## src/rtl/serial_bit_tx_if.sv

```systemverilog
// Handshake and serial-output bundle for serial_bit_tx.
// The slave side is the transmitter and the master side is the word producer or the bench.
interface serial_bit_tx_if #(
  parameter int unsigned WIDTH = 8
);
  localparam int unsigned CW = $clog2(WIDTH);

  logic [WIDTH-1:0] tx_data;
  logic             tx_valid;
  logic             tx_ready;
  logic             dout_bit;
  logic             dout_valid;
  logic             frame_done;
  logic             busy;
  logic [CW-1:0]    eq_pairs;

  modport master (
    output tx_data, tx_valid,
    input  tx_ready, dout_bit, dout_valid, frame_done, busy, eq_pairs
  );

  modport slave (
    input  tx_data, tx_valid,
    output tx_ready, dout_bit, dout_valid, frame_done, busy, eq_pairs
  );
endinterface

```

## src/rtl/serial_bit_tx.sv

```systemverilog
// Parallel-to-serial transmitter: shifts out one bit per clock and reports
// how many adjacent bit pairs in the current word are equal.
module serial_bit_tx #(
  parameter int unsigned WIDTH      = 8,
  parameter int unsigned MSB_FIRST  = 1,
  parameter int unsigned GAP_CYCLES = 0,
  parameter logic        IDLE_BIT   = 1'b0
) (
  input  logic             clk,
  input  logic             reset,
  serial_bit_tx_if.slave   bus
);

  localparam int unsigned    CW       = $clog2(WIDTH);
  localparam int unsigned    GW       = (GAP_CYCLES > 1) ? $clog2(GAP_CYCLES) : 1;
  localparam logic [CW-1:0]  CNT_LAST = CW'(WIDTH - 1);
  localparam logic [GW-1:0]  GAP_LAST = (GAP_CYCLES > 0) ? GW'(GAP_CYCLES - 1) : '0;

  typedef enum logic [1:0] {
    S_IDLE,
    S_SHIFT,
    S_GAP
  } state_t;

  state_t           r_state;
  state_t           w_state_nxt;
  logic [WIDTH-1:0] r_shreg;
  logic [CW-1:0]    r_cnt;
  logic [GW-1:0]    r_gap_cnt;
  logic             r_dout_bit;
  logic [CW-1:0]    r_eq_pairs;

  logic             w_last;
  logic             w_gap_done;
  logic             w_tx_ready;
  logic             w_accept;

  function automatic logic [CW-1:0] count_eq(input logic [WIDTH-1:0] d);
    logic [CW-1:0] n;
    n = '0;
    for (int unsigned i = 0; i < WIDTH - 1; i++) begin
      if (d[i] == d[i+1]) n = n + CW'(1);
    end
    return n;
  endfunction

  always_comb begin
    w_state_nxt = r_state;
    w_last      = (r_state == S_SHIFT) && (r_cnt == CNT_LAST);
    w_gap_done  = (r_gap_cnt == GAP_LAST);
    // Re-arm on the last bit only when no gap follows, so words stream without a bubble.
    w_tx_ready  = (r_state == S_IDLE) || (w_last && (GAP_CYCLES == 0));
    w_accept    = bus.tx_valid && w_tx_ready;

    case (r_state)
      S_IDLE: begin
        if (w_accept) w_state_nxt = S_SHIFT;
      end
      S_SHIFT: begin
        if (w_last) begin
          if (GAP_CYCLES > 0)  w_state_nxt = S_GAP;
          else if (w_accept)   w_state_nxt = S_SHIFT;
          else                 w_state_nxt = S_IDLE;
        end
      end
      S_GAP: begin
        if (w_gap_done) w_state_nxt = S_IDLE;
      end
      default: w_state_nxt = S_IDLE;
    endcase
  end

  always_ff @(posedge clk) begin
    if (!reset) begin
      r_state    <= S_IDLE;
      r_shreg    <= '0;
      r_cnt      <= '0;
      r_gap_cnt  <= '0;
      r_dout_bit <= IDLE_BIT;
      r_eq_pairs <= '0;
    end else begin
      r_state <= w_state_nxt;

      // The first bit goes straight to the output register; the shift register keeps the rest.
      if (w_accept) begin
        r_cnt      <= '0;
        r_eq_pairs <= count_eq(bus.tx_data);
        if (MSB_FIRST != 0) begin
          r_dout_bit <= bus.tx_data[WIDTH-1];
          r_shreg    <= bus.tx_data << 1;
        end else begin
          r_dout_bit <= bus.tx_data[0];
          r_shreg    <= bus.tx_data >> 1;
        end
      end else if ((r_state == S_SHIFT) && !w_last) begin
        r_cnt <= r_cnt + CW'(1);
        if (MSB_FIRST != 0) begin
          r_dout_bit <= r_shreg[WIDTH-1];
          r_shreg    <= r_shreg << 1;
        end else begin
          r_dout_bit <= r_shreg[0];
          r_shreg    <= r_shreg >> 1;
        end
      end else if (w_state_nxt != S_SHIFT) begin
        r_dout_bit <= IDLE_BIT;
      end

      if (r_state == S_GAP) r_gap_cnt <= r_gap_cnt + GW'(1);
      else                  r_gap_cnt <= '0;
    end
  end

  assign bus.tx_ready   = w_tx_ready;
  assign bus.dout_bit   = r_dout_bit;
  assign bus.dout_valid = (r_state == S_SHIFT);
  assign bus.frame_done = w_last;
  assign bus.busy       = (r_state != S_IDLE);
  assign bus.eq_pairs   = r_eq_pairs;

endmodule

```

## src/flat_wrapper.sv

```systemverilog
// flat-port wrapper written by rule: the top's interface ports become plain ports
module serial_bit_tx_flat 
#(
  parameter int unsigned WIDTH      = 8,
  parameter int unsigned MSB_FIRST  = 1,
  parameter int unsigned GAP_CYCLES = 0,
  parameter logic        IDLE_BIT   = 1'b0
)
  (clk, reset, bus_tx_data, bus_tx_valid, bus_tx_ready, bus_dout_bit, bus_dout_valid, bus_frame_done, bus_busy, bus_eq_pairs);
  serial_bit_tx_if #(.WIDTH(WIDTH)) bus_i ();
  input  logic clk;
  input  logic reset;
  input wire logic [$bits(bus_i.tx_data)-1:0] bus_tx_data;
  input wire logic [$bits(bus_i.tx_valid)-1:0] bus_tx_valid;
  output wire logic [$bits(bus_i.tx_ready)-1:0] bus_tx_ready;
  output wire logic [$bits(bus_i.dout_bit)-1:0] bus_dout_bit;
  output wire logic [$bits(bus_i.dout_valid)-1:0] bus_dout_valid;
  output wire logic [$bits(bus_i.frame_done)-1:0] bus_frame_done;
  output wire logic [$bits(bus_i.busy)-1:0] bus_busy;
  output wire logic [$bits(bus_i.eq_pairs)-1:0] bus_eq_pairs;
  assign bus_i.tx_data = bus_tx_data;
  assign bus_i.tx_valid = bus_tx_valid;
  assign bus_tx_ready = bus_i.tx_ready;
  assign bus_dout_bit = bus_i.dout_bit;
  assign bus_dout_valid = bus_i.dout_valid;
  assign bus_frame_done = bus_i.frame_done;
  assign bus_busy = bus_i.busy;
  assign bus_eq_pairs = bus_i.eq_pairs;
  serial_bit_tx #(.WIDTH(WIDTH), .MSB_FIRST(MSB_FIRST), .GAP_CYCLES(GAP_CYCLES), .IDLE_BIT(IDLE_BIT)) u_core (.clk(clk), .reset(reset), .bus(bus_i));
endmodule
```

## config.mk

```make
export PLATFORM = sky130hd
export DESIGN_NAME = serial_bit_tx_flat
export DESIGN_NICKNAME = d
export VERILOG_FILES = /design/src/rtl/serial_bit_tx_if.sv /design/src/rtl/serial_bit_tx.sv /design/src/flat_wrapper.sv
export SDC_FILE = /design/constraint.sdc
export NUM_CORES = 1
export LEC_CHECK = 0
export CORE_ASPECT_RATIO = 1.25
export CORE_UTILIZATION = 45
export DETAILED_ROUTE_END_ITERATION = 8
export PLACE_DENSITY = 0.7
export SYNTH_ARGS = -nofsm -noshare
export SYNTH_HDL_FRONTEND = slang
export SYNTH_SLANG_ARGS = --single-unit
export TNS_END_PERCENT = 30
```

## constraint.sdc

```tcl
create_clock -name clk -period 5.1 [get_ports clk]
set_input_delay 0.765 -clock clk [delete_from_list [all_inputs] [get_ports clk]]
set_output_delay 0.765 -clock clk [all_outputs]
set_load 0.03 [all_outputs]
```

## Word level (Yosys, flattened, before mapping)

Index checks and enable logic that the tools add are counted.

- Register bits: 17
- Latch bits: 0
- RAM bits: 0
- Bits in read-only memories: 0
- Bits of input ports: 11
- Output and inout bits: 8
- Word-level logic and storage cells: 66
- Memories: 0

- $add $sub $neg: 8
- Multipliers: 0
- Divide/modulo/power cells: 0
- Order comparisons: 0
- Equal/unequal tests: 11
- Shift operators: 0
- Muxes and demuxes: 29
- Bitwise gates (word level): 1
- Reductions and logical operators: 11

Operator list:

| operator | number |
|---|---|
| 2-to-1 mux 3 bit | 18 |
| adder 3 x 1 -> 3 bit (second input constant) | 7 |
| 2-to-1 mux 8 bit | 2 |
| == test 1 bit | 7 |
| 2-to-1 mux 2 bit | 3 |
| one-hot mux 2 bit (3 select lines) | 1 |
| 2-to-1 mux 1 bit | 5 |
| nonzero test 2 bit | 2 |
| == test 3 bit (second input constant) | 1 |
| logical AND 1 bit | 3 |
| nonzero test 3 bit | 1 |
| == test 2 x 1 -> 1 bit (second input constant) | 1 |
| == test 2 bit (second input constant) | 1 |
| logical NOT 2 bit | 1 |
| != test 2 x 1 -> 1 bit (second input constant) | 1 |
| AND reduction 2 bit | 1 |
| OR reduction 2 bit | 1 |
| adder 1 bit (second input constant) | 1 |
| logical NOT 1 bit | 1 |
| logical OR 1 bit | 1 |
| NOT 1 bit | 1 |

## Depth between registers and ports, before layout

Gate-level depths: netlist of run 1.

- Depth in word-level cells: 28
- Mapped depth: 22
- Depth with buffers taken out: 20

## Worst setup path after synthesis of run 1

Ideal clock, no wire load.

- Path type: in2reg
- Start point: input bus_tx_data[2]
- End point: register u_core.r_eq_pairs[2], in the netlist u_core.bus.eq_pairs[2]
- Setup time: 0.067 ns
- Arrival: 4.725 ns
- Setup slack: 0.308 ns
- Stages on the path: 22
- Path buffers: 3
- Path through: buf_6 -> buf_2 -> xor2_1 -> inv_1 -> ha_1 -> buf_4 -> xor2_4 -> xnor2_1 -> ha_1 -> xor2_1 -> a221oi_1 -> nor2_1 -> a31oi_2 -> ha_1 -> mux2_2 -> ha_1 -> nand3_1 -> o21ai_0 -> a211oi_1 -> xnor2_1 -> mux2_2 -> o21ai_2

- Longest elaborated chain between the ends: 22

RTL lines:

| what | RTL line | RTL |
|---|---|---|
| start, declared | flat_wrapper.sv:13 | `input wire logic [$bits(bus_i.tx_data)-1:0] bus_tx_data;` |
| == test 1 bit | serial_bit_tx.sv:42 | `if (d[i] == d[i+1]) n = n + CW'(1);` |
| 2-to-1 mux 3 bit | serial_bit_tx.sv:42 |  |
| 2-to-1 mux 3 bit | serial_bit_tx.sv:85 | `if (w_accept) begin` |
| 2-to-1 mux 3 bit | serial_bit_tx.sv:74 | `if (!reset) begin` |
| adder 3 x 1 -> 3 bit | serial_bit_tx.sv:42 |  |
| 2-to-1 mux 3 bit * | serial_bit_tx.sv:42 |  |
| 2-to-1 mux 3 bit * | serial_bit_tx.sv:85 |  |
| 2-to-1 mux 3 bit * | serial_bit_tx.sv:74 |  |
| [6 not listed] | -- |  |
| 2-to-1 mux 3 bit * | serial_bit_tx.sv:85 |  |
| 2-to-1 mux 3 bit * | serial_bit_tx.sv:74 |  |
| adder 3 x 1 -> 3 bit | serial_bit_tx.sv:42 |  |
| 2-to-1 mux 3 bit * | serial_bit_tx.sv:42 |  |
| 2-to-1 mux 3 bit * | serial_bit_tx.sv:85 |  |
| 2-to-1 mux 3 bit * | serial_bit_tx.sv:74 |  |
| adder 3 x 1 -> 3 bit | serial_bit_tx.sv:42 |  |
| 2-to-1 mux 3 bit * | serial_bit_tx.sv:42 |  |
| end signal, assigned | serial_bit_tx.sv:87 | `r_eq_pairs <= count_eq(bus.tx_data);` |
| end, declared | serial_bit_tx.sv:31 | `logic [CW-1:0] r_eq_pairs;` |

Mark *: on every way between the ends. The rest lies on a longest branch, timed or not. The select of a mux whose other input is x is not followed.
A chain may end at the register's enable or synchronous reset.

## Final worst setup path of run 1

- Start point: input bus_tx_data[0]
- End point: register u_core.r_eq_pairs[2], in the netlist u_core.bus.eq_pairs[2]

- Longest elaborated chain between the ends: 26

RTL lines:

| what | RTL line |
|---|---|
| == test 1 bit * | serial_bit_tx.sv:42 |
| 2-to-1 mux 1 bit * | serial_bit_tx.sv:42 |
| 2-to-1 mux 3 bit * | serial_bit_tx.sv:85 |
| 2-to-1 mux 3 bit * | serial_bit_tx.sv:74 |
| adder 3 x 1 -> 3 bit | serial_bit_tx.sv:42 |
| 2-to-1 mux 3 bit * | serial_bit_tx.sv:42 |
| 2-to-1 mux 3 bit * | serial_bit_tx.sv:85 |
| 2-to-1 mux 3 bit * | serial_bit_tx.sv:74 |
| [10 not listed] | -- |
| 2-to-1 mux 3 bit * | serial_bit_tx.sv:85 |
| 2-to-1 mux 3 bit * | serial_bit_tx.sv:74 |
| adder 3 x 1 -> 3 bit | serial_bit_tx.sv:42 |
| 2-to-1 mux 3 bit * | serial_bit_tx.sv:42 |
| 2-to-1 mux 3 bit * | serial_bit_tx.sv:85 |
| 2-to-1 mux 3 bit * | serial_bit_tx.sv:74 |
| adder 3 x 1 -> 3 bit | serial_bit_tx.sv:42 |
| 2-to-1 mux 3 bit * | serial_bit_tx.sv:42 |

Marked as above.

==> flow_metrics.py, run 1 <==
metrics = {
    "cts": {
        "clk_latency_ns": 0.29,
        "clockRootBuffer": "clkbuf_4",
        "cts_buffers": 3,
        "hold_buffers": 0,
        "post-cts-setup-buffer-count": 0,
        "clk_pin_slew_ns": 0.10,
        "ctsResizeCount": 0,
        "clock-sinks": 17,
        "cts_tree": "built",
        "clockBufferDepth": 2,
        "htreeDepth": 1,
    },
    "die": {
        "placement_rows": 22,
        "io_pins": 19,
        "start_util_pct": 47.38,
        "chipHeight_um": 63.97,
        "die-width_um": 51.58,
        "dieArea_mm2": 0.003299,
        "coreArea_mm2": 0.002918,
    },
    "hold_path": {
        "hold_class": "reg2reg",
        "hold_end": "u_core.r_gap_cnt",
        "hold_depth": 1,
        "hp-start": "u_core.r_gap_cnt",
    },
    "placement": {
        "numPortBuffers": 18,
        "dp_hpwl_mm": 2.063,
        "dp_slack_ns": -0.05063,
        "dp_cells": 216,
        "gp_congestion": 0.7450,
    },
    "sta": {
        "fin_tns_setup_ns": 0,
        "whs_ns": 0.4234,
        "period_share_pct": 94.60,
        "rsz0062_at_grt": "no",
        "fmax_mhz": 207.3,
        "layout_setup_ws_ns": 0.2755,
        "timing.final.hold_violations": 0,
        "worstMarginPinSlew_ns": 1.024,
        "setup_viol_count_final": 0,
        "slew_violations": 0,
        "relSlewSlack_pct": 31.46,
        "finalClockSkew_ns": 0.005555,
        "fin_crit_ns": 4.824,
    },
    "logic_synthesis": {
        "synth_async_sr_flop_share_pct": 0,
        "yosysWarnings": 0,
        "yosysSeqAreaShare_pct": 24.62,
        "synth_edf_count": 0,
        "syn_inst": 164,
        "synth-seq-cells": 17,
        "synth_nets": 182,
        "synth_area_mm2": 0.001383,
        "ys_types": 47,
        "synthFlopType": "dfxtp_1",
        "synth.avg_cell_area_um2": 8.430,
    },
    "grt": {
        "antenna_found_initial": 0,
        "grt_max_degree": 18,
        "grt_usage_pct": 18.63,
        "grt_remaining_overflow": 0,
        "grt_pass1_vias": 1135,
        "grt_pass1_wl_mm": 4.823,
    },
    "final_layout": {
        "drive_gt1_share_pct": 14.13,
        "layoutNonFillerInstCount": 220,
        "diodes": 0,
        "fin_nets": 203,
        "n_fill_cell": 288,
        "final_util_pct": 56.86,
        "areaGrowthSynthToFinish_pct": 20.00,
    },
    "flow_run": {
        "maxCapViolations": 0,
    },
    "routing": {
        "ant_nets": 0,
        "finalWirelength_mm": 2.740,
        "vias": 1163,
        "drc": 0,
        "dr.first_iter.drc_count": 11,
        "wl_per_cell_um": 12.45,
        "vias_per_cell": 5.286,
        "dr.pass1.iters": 4,
    },
    "setup_path": {
        "crit_slowest_cell": "clkdlybuf4s50_1",
        "cp-end-kind": "flop",
        "startpoint_type": "primary input",
        "crit_arrival_ns": 5.06,
        "critical_path_buf_inv_count": 1,
        "worstPathCellList": "clkdlybuf4s50_1, nor2b_1, nor2b_1, ha_1, xor2_4, xnor2_1, ha_1, xor2_1, a221oi_1, nor2_1, a31oi_2, ha_1, mux2_2, ha_1, nand2b_1, a21oi_1, a211oi_2, xnor2_1, mux2_2, o21ai_2",
        "required_ns": 5.33,
        "crit_path_max_incr_delay_ns": 0.50,
        "critPathKind": "in2reg",
        "reg2reg_to": "u_core.bus.eq_pairs[1]",
        "cp_max_fo": 5,
        "cp.depth": 20,
        "reg2reg_depth": 7,
        "cpMostUsedCell": "ha_1",
        "reg2reg_slack_ns": 2.70,
        "r2r_start": "u_core.r_cnt[0]",
        "cp_top_family": "adder cells",
    },
    "power": {
        "p_leak_nw": 0.7484,
        "ir_drop_mv": 0.2118,
        "power.density_mw_per_mm2": 247.8,
    },
    "status": {
        "status": "finished, final reports clean",
    },
}
## layer usage
metal	global-route usage, %	vias to the layer above	routed length [um]
li1	-	615	-
met3	0.7143	2	59
met1	22.89	531	1293
met4	7.095	0	17
met2	33.28	15	1370
met5	0	-	0
## metrics by stage
stage	area [um^2]	total power [mW]
final	1659	0.4111
after global routing	1659	0.4418
after CTS	1644	0.4128
after detailed placement	1614	0.3371
after global placement	1614	0.3303
after floorplan	1383	0.2861
## cell usage in the layout, fill, tap and decap left out, types with 2 or more instances in the layout
master / Yosys / routed
clkbuf_4: 0 / 3
xor2_1: 5 / 4
a21oi_1: 7 / 7
inv_1: 7 / 7
a21o_1: 2 / 2
a211o_1: 2 / 2
ha_1: 7 / 7
mux2_2: 2 / 2
and2_1: 3 / 3
nand2b_1: 6 / 6
o211a_1: 7 / 7
nor3b_1: 2 / 2
clkdlybuf4s50_1: 0 / 17
dfxtp_1: 17 / 17
buf_4: 1 / 9
nand4_1: 2 / 2
mux2i_1: 11 / 11
o21ai_0: 2 / 2
a211oi_1: 3 / 2
nor3_1: 2 / 2
or2_2: 2 / 2
and3_1: 2 / 2
xnor2_1: 8 / 8
nor2b_1: 7 / 7
nor2_1: 12 / 12
nand2_1: 16 / 16
## kinds of logic after synthesis
kind of cell | Yosys count | synth area share, %
and+or+nand+nor | 61 | 23.53
AOI/OAI and AO/OA | 34 | 19.37
xor gates and xnor gates | 14 | 10.23
DFF | 17 | 24.62
muxes | 13 | 9.593
adders and majority gates | 7 | 6.335
buffers and inverters | 18 | 6.335
## worst max path at each step
stage / start / end / slack [ns]
after detailed placement: bus_tx_data[1] / u_core.bus.eq_pairs[2] / -0.05
final: bus_tx_data[0] / u_core.bus.eq_pairs[2] / 0.28
after floorplan: bus_tx_data[2] / u_core.bus.eq_pairs[2] / 0.31
after global routing: bus_tx_data[0] / u_core.bus.eq_pairs[2] / 0.004
after global placement: bus_tx_data[1] / u_core.bus.eq_pairs[2] / 0.06
after CTS: bus_tx_data[1] / u_core.bus.eq_pairs[2] / 0.24
## cell usage after synthesis (6+ instances only)
cell type	n	area share (%)
a21oi_1	7	2.5
xnor2_1	8	5.1
o211a_1	7	5.1
nor2_1	12	3.3
inv_1	7	1.9
dfxtp_1	17	25
nand2_1	16	4.3
buf_2	6	2.2
ha_1	7	6.3
nand2b_1	6	2.7
mux2i_1	11	8.0
nor2b_1	7	3.2
## power by group
| group | switching [mW] | total (mW) | internal [mW] |
|---|---|---|---|
| Sequential | 0.00588 | 0.149 | 0.143 |
| Combinational | 0.0968 | 0.188 | 0.0911 |
| Clock | 0.0442 | 0.0740 | 0.0298 |
| Total | 0.147 | 0.411 | 0.264 |
## layout make-up
| class | count | area (um^2) | share of cell area, % |
|---|---|---|---|
| Inverter | 7 | 26.28 | 1.584 |
| Tap cell | 36 | 45.04 | 2.715 |
| Clock inverter | 1 | 7.507 | 0.4525 |
| Timing Repair Buffer | 27 | 250.2 | 15.08 |
| Sequential cell | 17 | 340.3 | 20.51 |
| Multi-Input combinational cell | 129 | 967.2 | 58.30 |
| Clock buffer | 3 | 22.52 | 1.357 |
## sequential cells by signal, summed over array words and instances, names as in the netlist
register and count:
u_core.r_shreg 7, u_core.bus.dout_bit 1, u_core.bus.eq_pairs 3, u_core.r_gap_cnt 1, u_core.r_state 2, u_core.r_cnt 3
Power figures use the tool's default switching activity.
==> run 2, diff against run 1 <==
--- a/config.mk
+++ b/config.mk
@@ -9,6 +9,7 @@
 export CORE_UTILIZATION = 45
 export DETAILED_ROUTE_END_ITERATION = 8
 export PLACE_DENSITY = 0.7
+export SLEW_MARGIN = 20
 export SYNTH_ARGS = -nofsm -noshare
 export SYNTH_HDL_FRONTEND = slang
 export SYNTH_SLANG_ARGS = --single-unit
==> results of run 2 <==
Same layout as run 1: the final DEF is identical, and so are final timing and power.
